--- config.mk ---
export PLATFORM = sky130hd
export DESIGN_NAME = dct_row_seq
export DESIGN_NICKNAME = d
export VERILOG_FILES = /design/src/rtl/dct_row_seq.sv
export SDC_FILE = /design/constraint.sdc
export NUM_CORES = 1
export LEC_CHECK = 0
export CAP_MARGIN = 20
export CORE_AREA = 4 4 171 173
export CTS_BUF_LIST = sky130_fd_sc_hd__clkbuf_8
export DETAILED_ROUTE_END_ITERATION = 12
export DIE_AREA = 0 0 175 177
export PLACE_DENSITY = 0.68
export SYNTH_ARGS = -nofsm -noshare
export SYNTH_HDL_FRONTEND = slang
export SYNTH_SLANG_ARGS = --single-unit
--- constraint.sdc ---
create_clock -name clk -period 4.8 [get_ports clk]
set_clock_uncertainty 0.2 [all_clocks]
set_input_delay 0.96 -clock clk [delete_from_list [all_inputs] [get_ports clk]]
set_output_delay 0.96 -clock clk [all_outputs]
set_load 0.005 [all_outputs]
--- src/rtl/dct_row_seq.sv ---
// ============================================================================
// dct_row_seq : streams ROWS-row blocks through the 1-D DCT core, 2-stage pipe
// Rev 1.0
// ============================================================================
`default_nettype none

module dct_row_seq #(
  parameter int ROWS  = 8,
  parameter int IN_W  = 64,
  parameter int OUT_W = 144
) (
  input  logic                     clk,
  input  logic                     rst_n,
  input  logic                     clr,
  input  logic                     s_valid,
  output logic                     s_ready,
  input  logic [IN_W-1:0]          s_data,
  output logic [IN_W-1:0]          core_x,
  input  logic [OUT_W-1:0]         core_y,
  output logic                     m_valid,
  input  logic                     m_ready,
  output logic [OUT_W-1:0]         m_data,
  output logic [$clog2(ROWS)-1:0]  m_row,
  output logic                     m_last,
  output logic                     busy,
  output logic                     blk_done,
  output logic [15:0]              blk_cnt
);

  localparam int RW = $clog2(ROWS);
  localparam logic [RW-1:0] C_LAST_ROW = RW'(ROWS - 1);

  typedef enum logic [1:0] {
    S_IDLE   = 2'd0,
    S_ACTIVE = 2'd1,
    S_DRAIN  = 2'd2
  } state_t;

  state_t            r_state;
  state_t            w_state_nxt;
  logic              r_v1;
  logic              r_v2;
  logic [IN_W-1:0]   r_x;
  logic [OUT_W-1:0]  r_y;
  logic [RW-1:0]     r_row1;
  logic [RW-1:0]     r_row2;
  logic [RW-1:0]     r_in_row;
  logic [15:0]       r_blk_cnt;
  logic              r_blk_done;

  logic w_accept;
  logic w_adv;
  logic w_out_hs;
  logic w_last_hs;

  // s_ready looks straight through to m_ready so a full pipe still streams
  assign s_ready   = !clr && (!r_v1 || !r_v2 || m_ready);
  assign w_accept  = s_valid && s_ready;
  assign w_adv     = r_v1 && (!r_v2 || m_ready);
  assign w_out_hs  = r_v2 && m_ready;
  assign w_last_hs = w_out_hs && (r_row2 == C_LAST_ROW);

  always_comb begin
    w_state_nxt = r_state;
    case (r_state)
      S_IDLE:   if (w_accept) w_state_nxt = S_ACTIVE;
      S_ACTIVE: if (w_accept && (r_in_row == C_LAST_ROW)) w_state_nxt = S_DRAIN;
      S_DRAIN: begin
        // a row of the next block may already sit in stage 1 or arrive now
        if (w_last_hs) begin
          if (w_accept && (r_in_row == C_LAST_ROW)) w_state_nxt = S_DRAIN;
          else if (w_accept || r_v1)                 w_state_nxt = S_ACTIVE;
          else                                       w_state_nxt = S_IDLE;
        end
      end
      default:  w_state_nxt = S_IDLE;
    endcase
    if (clr) w_state_nxt = S_IDLE;
  end

  always_ff @(posedge clk or negedge rst_n) begin
    if (!rst_n) begin
      r_state    <= S_IDLE;
      r_v1       <= 1'b0;
      r_v2       <= 1'b0;
      r_x        <= '0;
      r_y        <= '0;
      r_row1     <= '0;
      r_row2     <= '0;
      r_in_row   <= '0;
      r_blk_cnt  <= '0;
      r_blk_done <= 1'b0;
    end else begin
      r_state    <= w_state_nxt;
      r_blk_done <= !clr && w_last_hs;
      if (clr) begin
        r_v1      <= 1'b0;
        r_v2      <= 1'b0;
        r_in_row  <= '0;
        r_blk_cnt <= '0;
      end else begin
        if (w_accept) begin
          r_v1     <= 1'b1;
          r_x      <= s_data;
          r_row1   <= r_in_row;
          r_in_row <= r_in_row + RW'(1);
        end else if (w_adv) begin
          r_v1 <= 1'b0;
        end
        // core_y is only captured here, so X on it at other times is harmless
        if (w_adv) begin
          r_v2   <= 1'b1;
          r_y    <= core_y;
          r_row2 <= r_row1;
        end else if (w_out_hs) begin
          r_v2 <= 1'b0;
        end
        if (w_last_hs) r_blk_cnt <= r_blk_cnt + 16'd1;
      end
    end
  end

  assign core_x   = r_x;
  assign m_valid  = r_v2;
  assign m_data   = r_y;
  assign m_row    = r_row2;
  assign m_last   = r_v2 && (r_row2 == C_LAST_ROW);
  assign busy     = (r_state != S_IDLE);
  assign blk_done = r_blk_done;
  assign blk_cnt  = r_blk_cnt;

endmodule

`default_nettype wire

==> impl_metrics.env, run 1 <==
export IMPL_gp_congestion=0.7891
export IMPL_wl_per_cell_um=18.04
export IMPL_vias=7086
export IMPL_status="finished clean"
export IMPL_ys_seq_area_share_pct=64.89
export IMPL_synth_warning_count=0
export IMPL_synth_seq_cells=238
export IMPL_clkPwrFrac_pct=32.1
export IMPL_io_pins=445
export IMPL_crit_chain="clkdlybuf4s50_1 -> and3b_1 -> nor2_1 -> clkdlybuf4s50_1"
export IMPL_relSlewSlack_pct=32.59
export IMPL_groute_usage_overall_pct=18.17
export IMPL_synth_distinct_cells=36
export IMPL_criticalPathCategory="input pin to output pin"
export IMPL_multi_input_area_sq_um=3035
export IMPL_synth_largest_area_cell="dfrtp_1"
export IMPL_leakagePower_nw=6.531
export IMPL_postSynthCellCount=729
export IMPL_postSynthAreaPerCell_sq_um=12.59
export IMPL_route_detailed_drc=0
export IMPL_synth_enable_flop_cells=0
export IMPL_die_x_um=175
export IMPL_cp_arrival_ns=2.41
export IMPL_final_nets=1408
export IMPL_ir_drop_v=0.0002473
export IMPL_first_global_vias=7446
export IMPL_hold_class="input pin to asynchronous set/reset pin"
export IMPL_cts_resized=0
export IMPL_cp_slowest_cell="clkdlybuf4s50_1"
export IMPL_dr_pass1_iters=4
export IMPL_yosysMostFrequentCell="dfrtp_1"
export IMPL_antenna_found_initial=1
export IMPL_ys_flop_type="dfrtp_1"
export IMPL_drv_cap=0
export IMPL_async_flop_share_pct=100.0
export IMPL_cts_sink_count=238
export IMPL_areaGrowthSynthToFinish_pct=62.75
export IMPL_grt_max_degree=118
export IMPL_p_total_mw=5.735
export IMPL_tightest_slew_ns=1.011
export IMPL_drt_iter0_drc=247
export IMPL_grt_overflow_total=0
export IMPL_drive_gt1_share_pct=19.67
export IMPL_antenna_cells=0
export IMPL_n_fill_cell=2419
export IMPL_ff2ff_setup_slack_ns=2.34
export IMPL_finalSetupViolCount=0
export IMPL_synth_top_area_share_pct=64.89
export IMPL_rsz0062_at_grt="false"
export IMPL_seq_area_sq_um=5956
export IMPL_start_util_pct=33.22
export IMPL_max_stage_delay_ns=0.58
export IMPL_p_switching_mw=1.454
export IMPL_dpl_hpwl_um=21480
export IMPL_cts_root_buf="clkbuf_8"
export IMPL_avgViaCountPerCell=4.420
export IMPL_grt_pass1_wl_um=44130
export IMPL_cts_tree="yes"
export IMPL_fin_tns_setup_ns=0
export IMPL_fp_dieArea_sq_um=30980
export IMPL_final_util_pct=54.06
export IMPL_cpMostUsedCell="clkdlybuf4s50_1"
export IMPL_clkSlewWorstSetupHoldPaths_ns=0.06
export IMPL_reg2reg_to="m_data[83]$_DFFE_PN0P_"
export IMPL_seq_power_share_pct=43.8
export IMPL_worstSetupStartpointType="input pin"
export IMPL_end_kind="output pin"
export IMPL_wl_um=28920
export IMPL_clk_latency_ns=0.52
export IMPL_critical_path_peak_fanout=6
export IMPL_max_clock_freq_ghz=0.2801
export IMPL_p_per_area_nw_per_um2=384.0
export IMPL_core_area_sq_um=27630
export IMPL_finalHoldViolCount=0
export IMPL_cts_setup_buffers=0
export IMPL_period_minus_slack_ns=3.570
export IMPL_cts_max_path_buffers=3
export IMPL_cts_buffers=41
export IMPL_ys_top_cells_by_area="dfrtp_1 65%, mux2_2 18%, nand2_1 8.6%"
export IMPL_whs_ns=0.2660
export IMPL_finalCritPeriodShare_pct=74.37
export IMPL_row_count=61
export IMPL_share_comb_of_total_power_pct=24.1
export IMPL_worstRegToRegCells=4
export IMPL_ctsHoldBuffers=0
export IMPL_path_delay_family="buffers and inverters"
export IMPL_p_sw_share_pct=25.34
export IMPL_portBuffers=444
export IMPL_die_h_um=177
export IMPL_synthTopCellsByCount="238 x dfrtp_1, 211 x nand2_1, 149 x mux2_2"
export IMPL_critPathBufInv=2
export IMPL_synth_cell_area_sq_um=9178
export IMPL_ant_nets=0
export IMPL_cts_htree_levels=2
export IMPL_synth_nets=945
export IMPL_cp_required_ns=3.64
export IMPL_drv_slew=0
export IMPL_r2r_start="m_valid$_DFFE_PN0P_"
export IMPL_p_int_mw=4.282
[cell usage in the layout, fill, tap and decap left out, types with 2 or more instances in the layout]
master,count
buf_4,10
nor3_1,7
mux2_2,149
inv_1,17
nor4_1,5
or3_1,2
xor2_1,2
clkdlybuf4s50_1,443
nor3b_2,2
nand4_1,2
nand2_1,211
buf_12,4
nand3_1,5
clkbuf_8,53
nor2_1,19
or2_2,3
o21ai_0,2
dfrtp_1,238
xnor2_1,9
nor2b_1,5
or3_2,2
clkinv_2,11
a21oi_1,4
nand3b_1,2
ha_1,3
[routing by layer]
layer	track usage [%]	wire length, um
met4	5.859	789
met2	30.85	14340
met3	6.195	2519
met5	0	12
met1	21.86	11260
[through the flow]
stage / worst slack (ns) / instance area (sq um) / instances
final: 1.230 / 14940 / 1603
after global routing: 1.121 / 14940 / 1603
after CTS: 1.225 / 14940 / 1603
after detailed placement: 1.230 / 14090 / 1527
after global placement: 1.248 / 14090 / 1527
after floorplan: 2.052 / 9178 / 729
[worst max path at each step]
stage / slack (ns) / startpoint / to / cells after the start
after floorplan: 2.05 / clr / s_ready / 3
after global placement: 1.25 / m_ready / s_ready / 4
after detailed placement: 1.23 / m_ready / s_ready / 4
after CTS: 1.23 / m_ready / s_ready / 4
after global routing: 1.12 / m_ready / s_ready / 4
final: 1.23 / m_ready / s_ready / 4
[power groups by stage]
stage | clock network [mW] | registers (mW) | logic [mW]
finish | 1.84 | 2.51 | 1.38
global route | 2.01 | 2.56 | 1.48
CTS | 1.91 | 2.52 | 1.41
detailed placement | 0 | 2.55 | 1.40
global placement | 0 | 2.54 | 1.39
floorplan | 0 | 2.57 | 0.343
[worst reg2reg max path: stages, from the launching register on]
cell and delay (ns):
dfrtp_1 0.44, nor2b_1 0.18, nor3b_2 0.78, buf_12 0.34, mux2_2 0.42
[final cells by class]
| class | count | share of cell area [%] |
|---|---|---|
| tap | 378 | 3.166 |
| timing repair buffer | 458 | 30.83 |
| inverter | 7 | 0.1759 |
| multi-input combinational | 446 | 20.32 |
| clock buffer | 53 | 4.884 |
| clock inverter | 23 | 0.7539 |
| sequential | 238 | 39.87 |
[state kept, by name, indices dropped and copies added, names as in the netlist]
name,cells
r_v1,1
m_row,3
core_x,64
m_valid,1
blk_cnt,16
m_data,144
r_state,2
r_row1,3
r_in_row,3
blk_done,1
[logic make-up (layout without fill, tap and decap cells)]
kind of cell	Yosys count	in the layout	synth area share, %
compound gates	13	13	0.9817
buf+inv	45	541	2.168
flops	238	238	64.89
mux	149	149	18.28
fa+ha+maj	3	3	0.4090
simple gates	270	270	12.22
xor+xnor	11	11	1.050
Power figures use the tool's default switching activity.
==> run 2: changes to the inputs <==
--- a/config.mk
+++ b/config.mk
@@ -6,11 +6,11 @@
 export NUM_CORES = 1
 export LEC_CHECK = 0
 export CAP_MARGIN = 20
-export CORE_AREA = 4 4 171 173
+export CORE_AREA = 4 4 170 172
 export CTS_BUF_LIST = sky130_fd_sc_hd__clkbuf_8
 export DETAILED_ROUTE_END_ITERATION = 12
-export DIE_AREA = 0 0 175 177
-export PLACE_DENSITY = 0.68
+export DIE_AREA = 0 0 174 176
+export PLACE_DENSITY = 0.71
 export SYNTH_ARGS = -nofsm -noshare
 export SYNTH_HDL_FRONTEND = slang
 export SYNTH_SLANG_ARGS = --single-unit
==> constraint.sdc (replaced) <==
create_clock -name clk -period 2.95 [get_ports clk]
set_clock_uncertainty 0.2 [all_clocks]
set_input_delay 0.59 -clock clk [delete_from_list [all_inputs] [get_ports clk]]
set_output_delay 0.59 -clock clk [all_outputs]
set_load 0.005 [all_outputs]
==> run 2 against run 1 <==
Net effect:
- hold slack improved by 0.0064 ns
- non-clock buffer count increased by 12
- critical path depth unchanged
- sequential cell count unchanged
- core utilization increased by 1.1 points
- register-to-register slack got worse by 1.6 ns
- sequential power increased by 63%
- die area decreased by 1.1%
- setup slack got worse by 0.98 ns
- critical path type unchanged
- largest power group unchanged
==> impl_metrics.env, run 2 (synthesis results as in run 1) <==
export IMPL_criticalPathCategory="input pin to output pin"
export IMPL_drv_slew=0
export IMPL_period_minus_slack_ns=2.703
export IMPL_ir_drop_v=0.0004409
export IMPL_antenna_cells=0
export IMPL_fp_dieArea_sq_um=30620
export IMPL_rsz0062_at_grt="false"
export IMPL_min_from="core_x[56]$_DFFE_PN0P_"
export IMPL_wl_um=29230
export IMPL_dp_cells=1505
export IMPL_grt_pass1_wl_um=45410
export IMPL_critPathLaunch="m_ready"
export IMPL_cp_arrival_ns=1.91
export IMPL_tightest_slew_ns=0.6441
export IMPL_finalCritPeriodShare_pct=91.62
export IMPL_p_int_mw=7.320
export IMPL_cts_sink_count=238
export IMPL_critical_path_peak_fanout=3
export IMPL_dr_pass1_iters=4
export IMPL_groute_usage_overall_pct=18.53
export IMPL_gp_congestion=0.7958
export IMPL_finalHoldViolCount=0
export IMPL_grt_overflow_total=0
export IMPL_grt_max_degree=80
export IMPL_cts_max_path_buffers=3
export IMPL_share_comb_of_total_power_pct=23.5
export IMPL_die_h_um=176
export IMPL_worstSetupStartpointType="input pin"
export IMPL_cts_tree="yes"
export IMPL_dpl_hpwl_um=22070
export IMPL_first_global_vias=7915
export IMPL_r2r_start="m_valid$_DFFE_PN0P_"
export IMPL_cp_required_ns=2.16
export IMPL_multi_input_area_sq_um=3035
export IMPL_antenna_found_initial=0
export IMPL_ant_nets=0
export IMPL_n_fill_cell=2322
export IMPL_cts_root_buf="clkbuf_8"
export IMPL_start_util_pct=33.40
export IMPL_cts_htree_levels=2
export IMPL_leakagePower_nw=6.643
export IMPL_die_x_um=174
export IMPL_final_cells=1581
export IMPL_clkPwrFrac_pct=34.1
export IMPL_fin_tns_setup_ns=0
export IMPL_seq_area_sq_um=5956
export IMPL_seq_power_share_pct=42.5
export IMPL_cts_buffers=42
export IMPL_mostFrequentLayoutCells="443 x clkdlybuf4s50_1, 238 x dfrtp_1, 211 x nand2_1"
export IMPL_hold_class="flip-flop to flip-flop"
export IMPL_whs_ns=0.2724
export IMPL_end_kind="output pin"
export IMPL_p_switching_mw=2.337
export IMPL_status="finished clean"
export IMPL_route_detailed_drc=0
export IMPL_largest_register_ffs=144
export IMPL_vias=7223
export IMPL_finalSetupViolCount=0
export IMPL_io_pins=445
export IMPL_p_per_area_nw_per_um2=637.7
export IMPL_clk_latency_ns=0.51
export IMPL_drive_gt1_share_pct=20.08
export IMPL_drv_cap=0
export IMPL_layout_commonest_cell="clkdlybuf4s50_1"
export IMPL_avgViaCountPerCell=4.569
export IMPL_areaGrowthSynthToFinish_pct=65.02
export IMPL_p_sw_share_pct=24.20
export IMPL_clkSlewWorstSetupHoldPaths_ns=0.06
export IMPL_relSlewSlack_pct=57.06
export IMPL_cts_resized=0
export IMPL_row_count=61
export IMPL_max_clock_freq_ghz=0.3700
export IMPL_final_nets=1421
export IMPL_drt_iter0_drc=309
export IMPL_portBuffers=444
export IMPL_core_area_sq_um=27480
export IMPL_wl_per_cell_um=18.49
-- run 2: cell types whose count changed in the layout (fill, tap and decap cells not counted), sizes merged --
cell,previous run,this run
clkinvlp,0,1
clkinv,11,4
buf,15,26
dlygate4sd3,0,1
bufinv,0,4
-- run 2: what timing repair did --
action,in CTS,in global routing
setup buffers,1,0
endpoints found under the setup margin,1,0
hold endpoints to repair,72,0
hold buffers,1,0
-- run 2: layout make-up --
cell class	count	area share (%)
clock buffers	53	4.817
well taps	346	2.859
inverters	7	0.1735
flip-flops and latches	238	39.33
repair buffers	470	31.51
multi-input cells	446	20.04
clock inverters	21	1.272
-- run 2: power by group through the flow --
stage | logic, mW | clock network (mW) | registers (mW)
after global placement | 2.26 | 0 | 4.13
final | 2.26 | 3.29 | 4.10
after floorplan | 0.558 | 0 | 4.18
after detailed placement | 2.30 | 0 | 4.16
after CTS | 2.31 | 3.41 | 4.11
after global routing | 2.43 | 3.55 | 4.18
-- run 2: through the flow --
stage	power [mW]	instance area, sq um	setup WS, ns	util [%]
after floorplan	4.735	9178	0.9346	-
after global placement	6.398	14200	0.1905	51.70
after detailed placement	6.460	14200	0.1704	51.70
after CTS	9.828	15140	0.2400	55.12
after global routing	10.16	15140	0.1969	55.12
final	9.657	15140	0.2472	55.12
-- run 2: path summary, 6_finish.rpt --
kind | end | slack [ns] | cells after the start
worst max-delay path | s_ready | 0.25 | 4
worst min-delay path | core_x[56]$_DFFE_PN0P_ | 0.27 | 2
worst max register to register | blk_cnt[14]$_DFFE_PN0P_ | 0.73 | 5
worst min register to register | core_x[56]$_DFFE_PN0P_ | 0.27 | 2
max in group asynchronous | r_row1[0]$_DFFE_PN0P_ | 1.32 | 3
min in group asynchronous | m_data[101]$_DFFE_PN0P_ | 0.46 | 2
-- run 2: per-layer routing --
metal	GRT usage (%)	wire, um
met1	20.74	10940
met4	5.972	791
met2	33.05	14900
met5	0	0
met3	6.660	2594
-- run 2: critical path, cell delays in order --
cell	delay, ns
clkdlybuf4s50_1	0.51
and3b_1	0.21
nor2_1	0.09
clkdlybuf4s50_1	0.51
